<file path="config.mk">
export PLATFORM = sky130hd
export DESIGN_NAME = alu_share_arbiter
export DESIGN_NICKNAME = d
export VERILOG_FILES = /design/src/rtl/alu_share_arbiter.sv
export SDC_FILE = /design/constraint.sdc
export NUM_CORES = 1
export LEC_CHECK = 0
export ABC_AREA = 1
export CAP_MARGIN = 20
export CORE_ASPECT_RATIO = 1.25
export CORE_MARGIN = 3
export CORE_UTILIZATION = 41
export DETAILED_ROUTE_END_ITERATION = 16
export GPL_TIMING_DRIVEN = 0
export PLACE_DENSITY = 0.69
export SLEW_MARGIN = 20
export SYNTH_ARGS = -nofsm -noshare
export SYNTH_HDL_FRONTEND = slang
export SYNTH_HIERARCHICAL = 1
export SYNTH_SLANG_ARGS = --single-unit
</file>
<file path="constraint.sdc">
create_clock -name clk -period 5.62 [get_ports clk]
set_clock_uncertainty 0.15 [all_clocks]
set_input_delay 0.562 -clock clk [delete_from_list [all_inputs] [get_ports clk]]
set_output_delay 0.562 -clock clk [all_outputs]
set_load 0.005 [all_outputs]
</file>
<file path="src/rtl/alu_share_arbiter.sv">
// alu_share_arbiter: round-robin sharing of one add_sub_logic unit between two
// requesters. The winner's operands are latched, evaluated for one cycle, and
// the registered result is returned through a valid/ready handshake.
//
// add_sub_logic opcodes:
//   0: a + b
//   1: a - b
//   2: a ^ b
//   3: a >= b (unsigned, i.e. the carry out of a - b), zero-extended

module add_sub_logic #(
  parameter int unsigned WIDTH = 16,
  parameter int unsigned OPW   = 2
) (
  input  logic [OPW-1:0]   op,
  input  logic [WIDTH-1:0] a,
  input  logic [WIDTH-1:0] b,
  output logic [WIDTH-1:0] r
);

  // Pure combinational arithmetic; results wrap to WIDTH bits.
  always_comb begin
    r = '0;
    case (op)
      OPW'(0): r = a + b;
      OPW'(1): r = a - b;
      OPW'(2): r = a ^ b;
      OPW'(3): r = WIDTH'(a >= b);
      default: r = '0;
    endcase
  end

endmodule

module alu_share_arbiter #(
  parameter int unsigned WIDTH = 16,
  parameter int unsigned OPW   = 2
) (
  input  logic             clk,
  input  logic             rst_n,
  input  logic             req0_valid,
  output logic             req0_ready,
  input  logic [OPW-1:0]   req0_op,
  input  logic [WIDTH-1:0] req0_a,
  input  logic [WIDTH-1:0] req0_b,
  input  logic             req1_valid,
  output logic             req1_ready,
  input  logic [OPW-1:0]   req1_op,
  input  logic [WIDTH-1:0] req1_a,
  input  logic [WIDTH-1:0] req1_b,
  output logic             resp_valid,
  output logic             resp_id,
  output logic [WIDTH-1:0] resp_r,
  input  logic             resp_ready,
  output logic             busy
);

  typedef enum logic [1:0] {
    IDLE = 2'd0,
    EXEC = 2'd1,
    RESP = 2'd2
  } state_t;

  state_t           state_q, state_d;
  logic             last_grant_q, last_grant_d;
  logic [OPW-1:0]   op_q, op_d;
  logic [WIDTH-1:0] a_q, a_d;
  logic [WIDTH-1:0] b_q, b_d;
  logic             id_q, id_d;
  logic             resp_id_q, resp_id_d;
  logic [WIDTH-1:0] resp_r_q, resp_r_d;

  logic             win_id;
  logic             accept;
  logic [WIDTH-1:0] alu_r;

  add_sub_logic #(
    .WIDTH (WIDTH),
    .OPW   (OPW)
  ) u_alu (
    .op (op_q),
    .a  (a_q),
    .b  (b_q),
    .r  (alu_r)
  );

  // Round-robin winner: a lone requester wins; on a tie the one not granted last.
  // Ready is also gated by rst_n so both readies drop the instant reset asserts.
  always_comb begin
    win_id     = (req0_valid && req1_valid) ? ~last_grant_q : req1_valid;
    accept     = rst_n && (state_q == IDLE) && (req0_valid || req1_valid);
    req0_ready = accept && !win_id;
    req1_ready = accept && win_id;
  end

  // Next-state logic: accept in IDLE, one evaluation cycle, then hold the result.
  always_comb begin
    state_d      = state_q;
    last_grant_d = last_grant_q;
    op_d         = op_q;
    a_d          = a_q;
    b_d          = b_q;
    id_d         = id_q;
    resp_id_d    = resp_id_q;
    resp_r_d     = resp_r_q;
    case (state_q)
      IDLE: begin
        if (accept) begin
          id_d         = win_id;
          last_grant_d = win_id;
          op_d         = win_id ? req1_op : req0_op;
          a_d          = win_id ? req1_a  : req0_a;
          b_d          = win_id ? req1_b  : req0_b;
          state_d      = EXEC;
        end
      end
      EXEC: begin
        resp_r_d  = alu_r;
        resp_id_d = id_q;
        state_d   = RESP;
      end
      RESP: begin
        if (resp_ready) begin
          state_d = IDLE;
        end
      end
      default: state_d = IDLE;
    endcase
  end

  // State and datapath registers; last_grant resets to 1 so requester 0 wins the first tie.
  always_ff @(posedge clk or negedge rst_n) begin
    if (!rst_n) begin
      state_q      <= IDLE;
      last_grant_q <= 1'b1;
      op_q         <= '0;
      a_q          <= '0;
      b_q          <= '0;
      id_q         <= 1'b0;
      resp_id_q    <= 1'b0;
      resp_r_q     <= '0;
    end else begin
      state_q      <= state_d;
      last_grant_q <= last_grant_d;
      op_q         <= op_d;
      a_q          <= a_d;
      b_q          <= b_d;
      id_q         <= id_d;
      resp_id_q    <= resp_id_d;
      resp_r_q     <= resp_r_d;
    end
  end

  // Response valid is exactly the RESP state, so it is a registered signal.
  always_comb begin
    resp_valid = (state_q == RESP);
    resp_id    = resp_id_q;
    resp_r     = resp_r_q;
    busy       = (state_q != IDLE);
  end

endmodule

</file>
==> metrics <==
Clock Sinks 55; clock root buffer master clkbuf_16; multi-input combinational cell area slightly below 3000 um2; critical path type primary input to primary output; DP Cell Count between 1000 and 1500; nets@finish roughly 1000; ys async rst share 1.00; io pins 94; Power Dens Cells 539 nW/um2; antenna-violating nets left 0; Setup TNS 0 ns; static leakage ~0.0035 uW; post-synthesis cell count just under 800; CP required ~4.9 ns; CP bufs+invs 4; cell taking the most area after synthesis nand2_1; FF-to-FF Start a_q[0]$_DFFE_PN0P_; number of cell rows 43; Yosys top cell area share 0.284; CP startpoint rst_n; Ys Warns 6; Via density 4.76; crit path launch type primary input; fin. max-slew vios 0; # resized after CTS 0; Overflow after GRT 0; headroom to the max-slew limit 0.526; slowest cell on the critical path buf_4; Port Buffers approximately 90; RSZ-0062 raised after global routing false; Core Area ~11000 um2; Via Count 5000; Die ar. 13200 um2; Total Wirelength between 10000 and 15000 um; CTS tree built; Yosys reg bits 55; n_diodes 0; share of cells above drive strength 1 0.0694; Routed WL per cell 12.4 um; antenna violations before repair 0; first-pass GRT wire length ~22000 um; Area Growth Syn to Fin 25.9%; FF/Latch Area 1380 um2; Syn Nets 899; Filler Cell Count around 1200; worst path arrival time 2.34 ns; crit share post-route 0.543; most frequent cells after synthesis nand2_1 (369), nand3_1 (97), inv_1 (90); Final min period a little over 3 ns; Post-synth EDFFs 0; Chip Height 128 um; crit path capture type primary output; CTS buffer count 5; CP max stage delay between 0.5 and 0.6 ns; peak supply drop about 0.20 mV; GPL Wtd Cong just under 0.9; DRT iter0 DRCs approximately 200; Yosys cell types 35; register area share after synthesis 0.283; Avg Cell Area, Syn between 6 and 7 um2; Max-cap violations 0; vias in the first global route around 4800; most frequent cell after synthesis nand2_1; mapped cell area 4870 um2; highest clock rate between 300 and 400 MHz; Clock Latency Late Sink roughly 0.3 ns; Area contributors post-synth nand2_1 (28%), dfrtp_1 (28%), nand3_1 (10%); fin cells between 1000 and 1500; GRT Util Overall 0.203; setup repair bufs after CTS 0; Slew @ Worst Pin just over 0.7 ns; Residual DRC 0; CP Cell Sequence buf_4 -> inv_1 -> nor2_2 -> nand2_4 -> buf_6 -> nor2_1 -> clkdlybuf4s50_1; Max clock buf depth 2; post-DP HPWL approximately 11000 um; Hold Vio Cnt, Final 0; H-tree depth 2; # setup viols final 0; flop2flop setup slack roughly 3.3 ns; Die X approximately 100 um; Main synth FF type dfrtp_1; Starting Density 0.429; Crit Path Max Fanout 57; hold crit path type primary input to asynchronous set/reset pin; delay-heaviest family, CP buffers and inverters; largest net degree at the start of global routing between 50 and 60; outcome complete, no violations; drt first pass iters 5; hold buffers post-CTS 0; Worst-path clk slew about 0.07 ns
## cell type report
class                   instances  share of cell area
plain buffers                  28              0.0302
clock buffers                   6              0.0210
clock inverters                 2             0.00265
inverters                      98              0.0600
multi-input cells             612               0.480
flip-flops and latches         55               0.225
well taps                     157              0.0320
repair buffers                 92               0.150
## worst paths after layout
path	cells after the start	endpoint
worst max-delay path	7	req0_ready
worst min-delay path	1	resp_r[10]$_DFFE_PN0N_
worst max register to register	15	resp_r[12]$_DFFE_PN0N_
worst min register to register	2	resp_r[11]$_DFFE_PN0N_
max in group asynchronous	1	a_q[3]$_DFFE_PN0P_
min in group clk	2	resp_r[11]$_DFFE_PN0N_
## metal layers
| layer | up-vias | global-route usage | wire length [um] |
|---|---|---|---|
| met4 | 0 | 0.0415 | 142 |
| met3 | 9 | 0.0282 | 622 |
| met1 | 2192 | 0.254 | 5700 |
| met5 | - | 0 | 0 |
| li1 | 2662 | - | - |
| met2 | 137 | 0.376 | 6580 |
## sequential cells by signal, summed over array words and instances (netlist names)
signal / cells
state_q: 2
op_q: 2
id_q: 1
last_grant_q: 1
b_q: 16
a_q: 16
resp_id: 1
resp_r: 16
## worst reg2reg max path, delay by kind of cell, from the launching register on
kind	cells	cell delay [ns]
and+or+nand+nor	11	0.96
adders and majority gates	2	0.59
DFF	1	0.41
buffers and inverters	2	0.15
## cells by family after synthesis
group / share of synthesized area
buffers and inverters: 0.113
AND/OR/NAND/NOR: 0.456
XOR/XNOR: 0.00360
flip-flops: 0.283
adder cells (fa/ha/maj): 0.0878
AO/OA/AOI/OAI: 0.0565
## through the flow
| stage | power [uW] | instance area (um2) | setup slack, ns | hold slack (ns) | util |
|---|---|---|---|---|---|
| floorplan | 2330 | 4870 | 3.68 | 0.116 | - |
| global placement | 2940 | 5990 | 0.676 | 0.304 | 0.528 |
| detailed placement | 2980 | 5990 | 2.52 | 0.309 | 0.527 |
| CTS | 3310 | 6130 | 2.51 | 0.192 | 0.540 |
| global route | 3680 | 6130 | 2.35 | 0.221 | 0.540 |
| finish | 3300 | 6130 | 2.57 | 0.162 | 0.540 |
## cell usage in the layout, fill, tap and decap left out, types with 2 or more instances in the layout
cell type	instances
nand3_2	2
nand3_1	97
nor2_2	2
a21oi_1	16
clkbuf_16	5
a21oi_2	2
fa_1	2
nor2_1	42
inv_1	90
nand4_1	6
a21oi_4	2
clkdlybuf4s50_1	91
o21bai_1	4
inv_2	8
o211ai_1	2
nor3_1	3
nand2_4	2
nand2_2	6
nor2_4	2
clkbuf_1	3
nand2_1	369
ha_1	31
o21ai_0	13
buf_6	4
buf_4	10
dfrtp_1	54
buf_2	13
## where the power goes
part	switching, uW	internal, uW	leakage [uW]	total (uW)
sequential	139	564	0.000691	703
combinational	1420	858	0.00271	2280
clock	151	168	0.0000675	319
total	1710	1590	0.00347	3300
Note: power is estimated with default switching activity, not from simulation.
